===== src/rtl/pwm_fader_array.sv =====
// pwm_fader_array: multi-channel PWM colour fader with a shared counter, hue wheel and period-aligned config updates
module pwm_fader_array #(
  parameter int NUM_CH        = 3,
  parameter int WIDTH         = 10,
  parameter int SEG_BITS      = 6,
  parameter int DEFAULT_DELAY = 33333
) (
  input  logic              clk,
  input  logic              rst_n,
  input  logic              cfg_valid,
  output logic              cfg_ready,
  input  logic [1:0]        cfg_mode,
  input  logic [WIDTH-1:0]  cfg_level,
  input  logic [WIDTH:0]    cfg_bright,
  input  logic [23:0]       cfg_delay,
  output logic [NUM_CH-1:0] pwm_out,
  output logic              period_tick
);
  localparam int STEPS = 6 << SEG_BITS;
  localparam int SPACE = STEPS / NUM_CH;
  localparam int PW    = SEG_BITS + 3;
  localparam int SH    = WIDTH - SEG_BITS;
  localparam logic [0:0] IDLE = 1'b0, PENDING = 1'b1;
  localparam logic [1:0] M_HUE = 2'd0, M_STATIC = 2'd1, M_OFF = 2'd2;
  localparam logic [WIDTH:0]   FULL = {1'b1, {WIDTH{1'b0}}};
  localparam logic [WIDTH-1:0] MAXV = '1;
  logic [0:0]       state;
  logic [WIDTH-1:0] cnt;
  logic [23:0]      step;
  logic [PW-1:0]    pos;
  logic [1:0]       a_mode, s_mode, n_mode;
  logic [WIDTH-1:0] a_level, s_level, n_level;
  logic [WIDTH:0]   a_bright, s_bright, n_bright;
  logic [23:0]      a_delay, s_delay, d_eff;
  logic [WIDTH-1:0] duty [NUM_CH];
  logic [WIDTH-1:0] duty_q [NUM_CH];
  logic             wrap, apply, accept, step_tc;
  assign wrap     = cnt == MAXV;
  assign apply    = state == PENDING && wrap;
  assign accept   = cfg_valid && cfg_ready;
  // the duty latched at an applying boundary already uses the new config
  assign n_mode   = apply ? s_mode : a_mode;
  assign n_level  = apply ? s_level : a_level;
  assign n_bright = apply ? s_bright : a_bright;
  assign d_eff    = a_delay == 24'd0 ? 24'd1 : a_delay;
  assign step_tc  = step >= d_eff - 24'd1;
  for (genvar g = 0; g < NUM_CH; g++) begin : ch
    logic [PW:0]        ps;
    logic [PW-1:0]      p;
    logic [2:0]         s;
    logic [SEG_BITS-1:0] f;
    logic [WIDTH-1:0]   ramp, hue, lvl;
    logic [2*WIDTH-1:0] prod;
    assign ps   = {1'b0, pos} + (PW+1)'(g * SPACE);
    assign p    = ps >= (PW+1)'(STEPS) ? PW'(ps - (PW+1)'(STEPS)) : ps[PW-1:0];
    assign s    = p[PW-1:SEG_BITS];
    assign f    = p[SEG_BITS-1:0];
    assign ramp = WIDTH'(f) << SH;
    assign hue  = s == 3'd0 ? ramp : s <= 3'd2 ? MAXV : s == 3'd3 ? MAXV - ramp : '0;
    assign lvl  = n_mode == M_OFF ? '0 : n_mode == M_STATIC ? n_level : hue;
    assign prod = (2*WIDTH)'(lvl) * (2*WIDTH)'(n_bright);
    assign duty[g] = WIDTH'(prod >> WIDTH);
  end
  always_ff @(posedge clk or negedge rst_n) begin
    if (!rst_n) begin
      state     <= IDLE;
      cfg_ready <= 1'b0;
      s_mode    <= M_HUE;
      s_level   <= '0;
      s_bright  <= FULL;
      s_delay   <= 24'(DEFAULT_DELAY);
    end else begin
      if (accept) begin
        state    <= PENDING;
        s_mode   <= cfg_mode;
        s_level  <= cfg_level;
        s_bright <= cfg_bright > FULL ? FULL : cfg_bright;
        s_delay  <= cfg_delay;
      end else if (apply) begin
        state <= IDLE;
      end
      cfg_ready <= accept ? 1'b0 : (state == IDLE || apply);
    end
  end
  always_ff @(posedge clk or negedge rst_n) begin
    if (!rst_n) begin
      a_mode   <= M_HUE;
      a_level  <= '0;
      a_bright <= FULL;
      a_delay  <= 24'(DEFAULT_DELAY);
    end else if (apply) begin
      a_mode   <= s_mode;
      a_level  <= s_level;
      a_bright <= s_bright;
      a_delay  <= s_delay;
    end
  end
  always_ff @(posedge clk or negedge rst_n) begin
    if (!rst_n) begin
      cnt  <= '0;
      step <= '0;
      pos  <= '0;
    end else begin
      cnt  <= cnt + WIDTH'(1);
      step <= (apply || step_tc) ? 24'd0 : step + 24'd1;
      if (!apply && step_tc && a_mode == M_HUE)
        pos <= pos == PW'(STEPS - 1) ? '0 : pos + PW'(1);
    end
  end
  always_ff @(posedge clk or negedge rst_n) begin
    if (!rst_n) begin
      for (int k = 0; k < NUM_CH; k++) duty_q[k] <= '0;
      pwm_out     <= '0;
      period_tick <= 1'b0;
    end else begin
      period_tick <= wrap;
      for (int k = 0; k < NUM_CH; k++) pwm_out[k] <= cnt < duty_q[k];
      if (wrap) duty_q <= duty;
    end
  end
endmodule


===== config.mk =====
export PLATFORM = sky130hd
export DESIGN_NAME = pwm_fader_array
export DESIGN_NICKNAME = d
export VERILOG_FILES = /design/src/rtl/pwm_fader_array.sv
export SDC_FILE = /design/constraint.sdc
export NUM_CORES = 1
export LEC_CHECK = 0
export CELL_PAD_IN_SITES_DETAIL_PLACEMENT = 1
export CELL_PAD_IN_SITES_GLOBAL_PLACEMENT = 2
export CORE_UTILIZATION = 45
export CTS_BUF_LIST = sky130_fd_sc_hd__clkbuf_8
export CTS_CLUSTER_DIAMETER = 30
export DETAILED_ROUTE_END_ITERATION = 8
export PLACE_DENSITY = 0.95
export REMOVE_ABC_BUFFERS = 1
export SETUP_SLACK_MARGIN = 0.3
export SLEW_MARGIN = 20
export SYNTH_ARGS = -nofsm -noshare
export SYNTH_HDL_FRONTEND = slang
export SYNTH_SLANG_ARGS = --single-unit
export TNS_END_PERCENT = 100

===== constraint.sdc =====
create_clock -name clk -period 17.7 [get_ports clk]
set_clock_uncertainty 0.15 [all_clocks]
set_input_delay 3.54 -clock clk [delete_from_list [all_inputs] [get_ports clk]]
set_output_delay 3.54 -clock clk [all_outputs]
set_load 0.05 [all_outputs]

### After elaboration in Yosys (flattened, before gate mapping)

Index checks and enable logic that the tools add are counted.

| cells by class | value |
|---|---|
| add/sub/neg operators | 12 |
| $mul | 3 |
| order comparisons | 11 |
| equal/unequal tests | 7 |
| multiplexer cells | 28 |
| bitwise gates (word level) | 1 |
| reduce and logical (&&, ||, !) cells | 13 |

Operators by type and width:

| kind | count |
|---|---|
| $mux W10 | 16 |
| $mul A10 B11 Y20 | 3 |
| $mux W24 | 2 |
| $mux W9 | 4 |
| $lt A10 B10 Y1 | 3 |
| $sub A10 B10 Y10 const A | 3 |
| $sub A9 B9 Y9 const B | 3 |
| $add A24 B1 Y24 const B | 1 |
| $ge A24 B24 Y1 | 1 |
| $logic_not A24 Y1 | 1 |
| $sub A24 B1 Y24 const B | 1 |
| $mux W11 | 2 |
| $ge A10 B9 Y1 const B | 2 |
| $gt A11 B11 Y1 const B | 1 |
| $add A10 B1 Y10 const B | 1 |
| $add A9 B8 Y10 const B | 1 |
| $add A9 B9 Y10 const B | 1 |
| $eq A10 B10 Y1 const B | 1 |
| $add A9 B1 Y9 const B | 1 |
| $eq A3 B2 Y1 const B | 3 |
| $eq A9 B9 Y1 const B | 1 |
| $ge A9 B9 Y1 const B | 1 |
| $le A3 B2 Y1 const B | 3 |
| $logic_not A3 Y1 | 3 |
| 10 further kinds | 16 |

| storage, ports and cells | value |
|---|---|
| register bits | 173 |
| input bits | 50 |
| output and inout port bits | 5 |
| logic and storage cells | 93 |

### Depth between registers and ports, before layout

Gate-level depths: netlist (run 1).

| logic depth | value |
|---|---|
| depth in word-level cells | 10 |
| gate-level depth with buffers | 32 |
| gate-level depth less buffers | 30 |

### Worst setup path before layout (run 1)

OpenSTA, ideal clock, no wires.

| timing | value |
|---|---|
| kind | register to register |
| from | reg cnt[0] |
| to | reg duty_q[19] (netlist name) |
| setup time | 0.130 ns |
| arrival time | 7.106 ns |
| data required time | 17.420 ns |
| path slack | 10.314 ns |
| cell stages (with the launch flop) | 28 |
| path buffers | 2 |
| clock period less this slack | 7.386 ns |
| cells stage by stage | dfrtp_1 -> ha_1 -> and3_1 -> nand4_2 -> buf_1 -> mux2i_1 -> inv_1 -> clkbuf_1 -> nand2_1 -> fa_1 -> fa_1 -> inv_1 -> ha_1 -> fa_1 -> inv_1 -> fa_1 -> inv_1 -> ha_1 -> a21o_1 -> a21o_1 -> a221o_1 -> a32oi_1 -> o211ai_2 -> a311oi_2 -> o31ai_4 -> a21oi_2 -> xnor2_1 -> o21ai_1 |

| on the way | value |
|---|---|
| elaborated cells between the ends (all ways) | 10 |
| those cells by class | 1 x mul; 3 x eq/ne; 5 x mux; 1 x reduce/logical |

RTL lines:

| what | line | source |
|---|---|---|
| start: declaration | 28 | `logic [WIDTH-1:0] cnt;` |
| start signal: assignment | 104 | `cnt <= cnt + WIDTH'(1);` |
| $eq A10 B10 Y1 | 38 | `assign wrap = cnt == MAXV;` |
| $logic_and A1 B1 Y1 | 39 | `assign apply = state == PENDING && wrap;` |
| $mux W11 | n/a |  |
| net n_bright[4] | 33 | `logic [WIDTH:0] a_bright, s_bright, n_bright;` |
| $mul A10 B11 Y20 | 61 | `assign prod = (2*WIDTH)'(lvl) * (2*WIDTH)'(n_bright);` |
| end signal: assignment | 118 | `if (wrap) duty_q <= duty;` |
| end: declaration | 36 | `logic [WIDTH-1:0] duty_q [NUM_CH];` |

The timed path passes the listed nets, and every way through them passes these cells.
A chain may end at the register's enable or synchronous reset.

### Worst setup path in the final report (run 1)

| timing | value |
|---|---|
| from | reg cnt[0] |
| to | reg duty_q[9] (netlist name) |

| on the way | value |
|---|---|
| cells in the longest elaborated chain, start to end | 7 |
| elaborated cells between the ends (all ways) | 10 |
| those cells by class | 1 x mul; 3 x eq/ne; 5 x mux; 1 x reduce/logical |

Ends and longest elaborated chain:

| what | line | source |
|---|---|---|
| $eq A10 B10 Y1 (*) | 38 |  |
| $logic_and A1 B1 Y1 (*) | 39 |  |
| $mux W2 (*) | n/a |  |
| net n_mode[1] | 31 | `logic [1:0] a_mode, s_mode, n_mode;` |
| $eq A2 B1 Y1 | 60 | `assign lvl = n_mode == M_OFF ? '0 : n_mode == M_STATIC ? n_level : hue;` |
| $mux W10 | 60 |  |
| $mux W10 (*) | 60 |  |
| $mul A10 B11 Y20 (*) | 61 |  |

Mark *: on every way through the listed nets, which the timed path passes. The rest lies on a longest branch.

==> results of run 1 <==
synthesized netlist by cell type, types with 3 or more instances:
master     count  area (um2)
a22o_1         3        26.3
mux2_2        40         450
and2_1        19         119
o22ai_1        4        25.0
and4_1         3        26.3
o211ai_1       3        22.5
ha_1         212        2650
o21ai_1       14        70.1
o211ai_2       3        37.5
a211oi_1       7        52.6
inv_1        269        1010
o31ai_1        7        52.6
a31oi_1       18         113
nor4_1        10        62.6
nand2_1      325        1220
dfstp_2       14         368
buf_2          6        30.0
nor2_1       222         833
fa_1         204        4080
nand2b_1      26         163
nor2b_1       10        62.6
xor2_1        40         350
and3_1        20         125
xnor2_1       56         490
a21o_1        31         233
o21a_1        15         113
or2_2          8        50.1
o2bb2ai_1      3        26.3
mux2i_1       22         220
dfrtp_1      159        3980
clkbuf_1      55         206
nand4_1       16         100
nor3_1        22         110
nand3_1       29         145
o21ai_0       62         310
buf_1          4        15.0
a21oi_1       47         235
clkinv_1       5        18.8
critical path, delay by kind of cell (launching register included):
family	cells	cell delay, ps
AOI/OAI and AO/OA	8	1770
xor gates and xnor gates	1	160
adders and majority gates	7	3110
buffers and inverters	6	840
DFF	1	450
muxes	1	580
and+or+nand+nor	7	1870
layout make-up:
class | instances | area [um2] | share of cell area (%)
Multi-Input combinational cell | 1534 | 13000 | 64.4
Clock inverter | 15 | 190 | 0.941
Sequential cell | 173 | 4350 | 21.5
Clock buffer | 17 | 234 | 1.16
Tap cell | 532 | 666 | 3.29
Antenna cell | 1 | 2.50 | 0.0124
Timing Repair Buffer | 79 | 729 | 3.61
Inverter | 274 | 1030 | 5.09
sequential cells by signal, summed over array words and instances, names as in the netlist:
name,cells
pos,9
s_level,10
a_mode,2
a_delay,24
step,24
cfg_ready,1
a_bright,11
a_level,10
s_delay,24
duty_q,30
s_mode,2
cnt,10
pwm_out,3
state,1
s_bright,11
period_tick,1
routing by layer:
layer	track usage [%]	share of wire [%]	wire, um
met3	3.50	4.1	2260
met4	10.3	3.3	1800
met5	0	0	0
met1	34.2	41	22900
met2	49.3	51	28300
metrics by stage:
step | area [um2] | setup WS (ps) | instances
6_report | 20200 | 8590 | 2625
3_3_place_gp | 19800 | 9080 | 2592
5_1_grt | 20200 | 8070 | 2624
2_1_floorplan | 18400 | 9060 | 1981
4_1_cts | 20200 | 8650 | 2624
3_5_place_dp | 19800 | 8690 | 2592
logic make-up (layout without fill, tap and decap cells):
logic type	Yosys count	count (layout)
compound gates	237	237
flops	173	173
simple gates	719	719
buf+inv	341	385
fa+ha+maj	416	416
other cells	0	1
mux	66	66
xor+xnor	96	96
layout by cell type, fill, tap and decap left out, types with 47 or more instances in the layout:
master           count
a21oi_1             47
clkdlybuf4s50_1     53
dfrtp_1            159
fa_1               204
ha_1               212
inv_1              269
nand2_1            324
nor2_1             222
o21ai_0             62
xnor2_1             56
power breakdown:
part           switching [uW]  total [uW]  internal, uW
registers                   0         395           395
logic                    10.8        21.0          10.1
clock network             187         297           110
total                     198         713           515
path summary, 6_finish.rpt:
path / end / slack [ps]
max in group asynchronous: s_bright[7] / 12960
setup / recovery: duty_q[9] / 8590
hold reg to reg: a_delay[15] / 320
setup reg to reg: duty_q[9] / 8590
min in group asynchronous: step[9] / 2970
hold / removal: a_delay[15] / 320
==> flow_summary.ini, run 1 <==
[sta]
maxSlewViolCount = 0
worst_pin_slew_ps = 1130
final-setup-viol-count = 0
relSlewSlack_pct = 22.5
final.period_utilization_pct = 51.5
fin_crit_ps = 9110
fmax_mhz = 110
rsz0062_at_grt = no
hold_ws_ps = 316
tns_ps = 0
hold_viol = 0

[worst_setup_path]
end_kind = flop
worstReg2RegStart = cnt[0]
startpoint = cnt[0]
crit_path_max_incr_delay_ps = 580
rr_worst_depth = 30
cp_data_arrival_time_ps = 9340
path_class = flop to flop
cp_max_fo = 38
slowest_stage = mux2i_1
cp-start-kind = flop
cp.required_ps = 17930

[drt]
viasPerCell = 5.57
routed_wl_mm = 55.3
detail_route.wl_per_cell_um = 21.1
drc = 0
ant_nets = 0
drt_iter0_markers = 879
drt_pre_antenna_iters = 5
vias = 14600

[die]
coreArea_um2 = 40800
ios = 55
chipHeight_um = 205
dieArea_um2 = 42200
start_util_pct = 45.6
dieWidth_um = 205
num_rows = 74

[synthesis]
syn_avg_cell_area_um2 = 9.10
muxShareOfSynthArea_pct = 3.96
synth_ff_type = dfrtp_1
synth_compound_area_share_pct = 8.47
ys_seq_elements = 173
synth_seq_area_share_pct = 23.3
synth-async-reset-ratio_pct = 100
netlist-cell-type-count = 67
yosys_warnings = 0
synth_area_um2 = 18600
synth_adder_area_share_pct = 36.2
synthSimpleGateAreaFrac_pct = 16.6
synth_top_family_by_area = adder cells
synthXorXnorAreaFrac_pct = 4.51
synth_edf_count = 0
synthCells = 2048

[clocking]
clkLatencyLatePin_ps = 540
htreeDepth = 4
post_cts_resized = 0
clockBufferDepth = 2
clkTransAtPathRegs_ps = 110
cts_hold_buf = 0
cts-root-buf = clkbuf_8
clock-sinks = 173
post_cts_buffers = 0
numCtsBuffers = 17
cts_tree = yes

[worst_hold_path]
worstHoldStart = s_delay[15]
hold_path_depth = 2
hold_path_class = flop to flop

[pwr]
irDropWorstVdd_mv = 0.0431
p_total_uw = 713
leakagePower_uw = 0.0107
power.density_nw_per_um2 = 35.3

[final_layout]
final_core_util_pct = 49.5
syn_to_final_growth_pct = 8.54
nets = 2545
fillers = 4699
layout-drive-gt1-share_pct = 7.17

[global_routing]
antenna_found_initial = 0
grt_pass1_wl_mm = 89.3
grt_max_degree = 105
grt_pass1_vias = 16600
grt_util_all_layers_pct = 27.7
overflow = 0

[place]
port_buffers = 54
gp_congestion = 0.951
hpwl_mm = 43.9

[status]
status = finished clean

[flow_run]
maxCapViolations = 0
No activity file was read; power rests on OpenSTA's default activity.
==> run 2, diff against run 1 <==
--- a/config.mk
+++ b/config.mk
@@ -7,11 +7,11 @@
 export LEC_CHECK = 0
 export CELL_PAD_IN_SITES_DETAIL_PLACEMENT = 1
 export CELL_PAD_IN_SITES_GLOBAL_PLACEMENT = 2
-export CORE_UTILIZATION = 45
+export CORE_UTILIZATION = 38
 export CTS_BUF_LIST = sky130_fd_sc_hd__clkbuf_8
 export CTS_CLUSTER_DIAMETER = 30
 export DETAILED_ROUTE_END_ITERATION = 8
-export PLACE_DENSITY = 0.95
+export PLACE_DENSITY = 0.86
 export REMOVE_ABC_BUFFERS = 1
 export SETUP_SLACK_MARGIN = 0.3
 export SLEW_MARGIN = 20
==> constraint.sdc (replaced) <==
create_clock -name clk -period 7.5 [get_ports clk]
set_clock_uncertainty 0.15 [all_clocks]
set_input_delay 1.5 -clock clk [delete_from_list [all_inputs] [get_ports clk]]
set_output_delay 1.5 -clock clk [all_outputs]
set_load 0.05 [all_outputs]
==> flow_summary.ini, run 2 (synthesis gave the netlist of run 1 again) <==
[final_layout]
layout-drive-gt1-share_pct = 20.1
n_antenna_cell = 0
largest_register_ff_count = 30
final_cell_mix = 307 x nand2_1, 257 x inv_1, 208 x nor2_1
layout_commonest_cell = nand2_1
syn_to_final_growth_pct = 22.0
nets = 2740
regMostFlops = duty_q

[clocking]
htreeDepth = 4
clkLatencyLatePin_ps = 540
cts_tree = yes
clock-sinks = 173
cts_hold_buf = 0
numCtsBuffers = 17
clkTransAtPathRegs_ps = 110
clockBufferDepth = 2
cts-root-buf = clkbuf_8

[pwr]
power_frac_comb_pct = 3.0
irDropWorstVdd_mv = 0.106
seqPwrFrac_pct = 56.5
p_switching_uw = 446
p_int_uw = 1210
p_total_uw = 1650
swShare_pct = 27.0
power_frac_clock_pct = 40.6
power.density_nw_per_um2 = 72.7
leakagePower_uw = 0.0117

[die]
start_util_pct = 38.8
chipHeight_um = 223
ios = 55
num_rows = 80
dieWidth_um = 223
coreArea_um2 = 48000
dieArea_um2 = 49900

[drt]
drt_pre_antenna_iters = 4
drt_iter0_markers = 936
ant_nets = 0
detail_route.wl_per_cell_um = 21.5
vias = 15600
drc = 0
viasPerCell = 5.38
routed_wl_mm = 62.4

[global_routing]
grt_max_degree = 65
grt_pass1_wl_mm = 97.8
overflow = 0
grt_util_all_layers_pct = 25.6
grt_pass1_vias = 17200
antenna_found_initial = 1

[sta]
final.period_utilization_pct = 99.0
tns_ps = 0
hold_viol = 0
fin_crit_ps = 7430
final-setup-viol-count = 0
relSlewSlack_pct = 37.2
worst_pin_slew_ps = 939
rsz0062_at_grt = yes
maxSlewViolCount = 0
fmax_mhz = 135

[worst_hold_path]
holdPathEnd = a_delay[0]
worstHoldStart = s_delay[0]
hold_path_class = flop to flop
hold_path_depth = 2

[place]
hpwl_mm = 48.7
port_buffers = 54
gp_congestion = 0.988

[worst_setup_path]
reg2reg_slack_ps = 70
cp.required_ps = 7750
crit_path_max_incr_delay_ps = 530
rr_worst_depth = 30
cp.depth = 30
end_kind = flop
cp-start-kind = flop
cp_data_arrival_time_ps = 7670
slowest_stage = fa_1
path_delay_family = adder cells
critPathBufInv = 9
cp_max_fo = 13
worstReg2RegStart = cnt[1]
r2r-end = duty_q[3]
path_class = flop to flop

[status]
status = finished clean

[flow_run]
maxCapViolations = 0
-- run 2: worst max-delay path by stage --
| stage | start | to | slack [ps] |
|---|---|---|---|
| floorplan | cnt[1] | duty_q[19] | -1140 |
| finish | cnt[1] | duty_q[3] | 70 |
| global route | cnt[0] | duty_q[8] | -200 |
| detailed placement | cnt[0] | duty_q[8] | -290 |
| CTS | cnt[1] | duty_q[9] | 150 |
| global placement | cnt[0] | duty_q[29] | 10 |
-- run 2: per-layer routing --
| metal | vias up | routed length, um | GRT usage [%] |
|---|---|---|---|
| li1 | 7039 | - | - |
| met3 | 128 | 2930 | 4.03 |
| met2 | 366 | 30300 | 43.4 |
| met1 | 8079 | 26700 | 32.9 |
| met4 | 2 | 2430 | 9.70 |
| met5 | - | 15 | 0 |
-- run 2: cell type report --
| cell class | instances | area [um2] |
|---|---|---|
| Clock buffer | 18 | 248 |
| Sequential cell | 173 | 4350 |
| Tap cell | 615 | 769 |
| Clock inverter | 14 | 121 |
| Fill cell | 5552 | 25300 |
| Timing Repair Buffer | 274 | 2420 |
| Multi-Input combinational cell | 1534 | 13800 |
| Inverter | 274 | 1040 |
-- run 2: power groups by stage --
stage          Combinational (uW)  Clock (uW)  Sequential (uW)
2_1_floorplan                1.80           0              951
3_3_place_gp                 50.0           0              951
3_5_place_dp                 50.9           0              951
4_1_cts                      51.3         690              933
5_1_grt                      54.7         719              933
6_report                     49.2         670              933
-- run 2: timing repair --
| action | 4_1_cts | 5_1_grt |
|---|---|---|
| gates cloned | 2 | 0 |
| gates resized for setup | 133 | 62 |
| endpoints found under the setup margin | 25 | 25 |
| pin swaps | 67 | 42 |
| buffers inserted | 36 | 23 |
-- run 2: through the flow --
step | instance area [um2] | hold WS (ps) | worst slack, ps | utilization (%) | cells
floorplan | 18400 | 283 | -1140 | - | 1981
global placement | 21000 | 292 | 11.1 | 43.6 | 2809
detailed placement | 21000 | 306 | -292 | 43.6 | 2809
CTS | 22200 | 302 | 153 | 46.3 | 2879
global route | 22700 | 349 | -203 | 47.3 | 2902
finish | 22700 | 307 | 73.3 | 47.3 | 2902
-- run 2: worst register-to-register path: cells and delay by family, from the launching register on --
| kind | cells | cell delay [ps] |
|---|---|---|
| buffers and inverters | 9 | 1180 |
| muxes | 1 | 350 |
| AOI/OAI and AO/OA | 7 | 1380 |
| DFF | 1 | 420 |
| adders and majority gates | 7 | 2880 |
| xor gates and xnor gates | 1 | 210 |
| and+or+nand+nor | 5 | 720 |
==> run 3, diff against run 2 <==
--- a/config.mk
+++ b/config.mk
@@ -5,6 +5,7 @@
 export SDC_FILE = /design/constraint.sdc
 export NUM_CORES = 1
 export LEC_CHECK = 0
+export ABC_CLOCK_PERIOD_IN_PS = 7500
 export CELL_PAD_IN_SITES_DETAIL_PLACEMENT = 1
 export CELL_PAD_IN_SITES_GLOBAL_PLACEMENT = 2
 export CORE_UTILIZATION = 38
==> results of run 3 <==
Same layout as run 2: the final DEF is identical, and so are final timing and power.
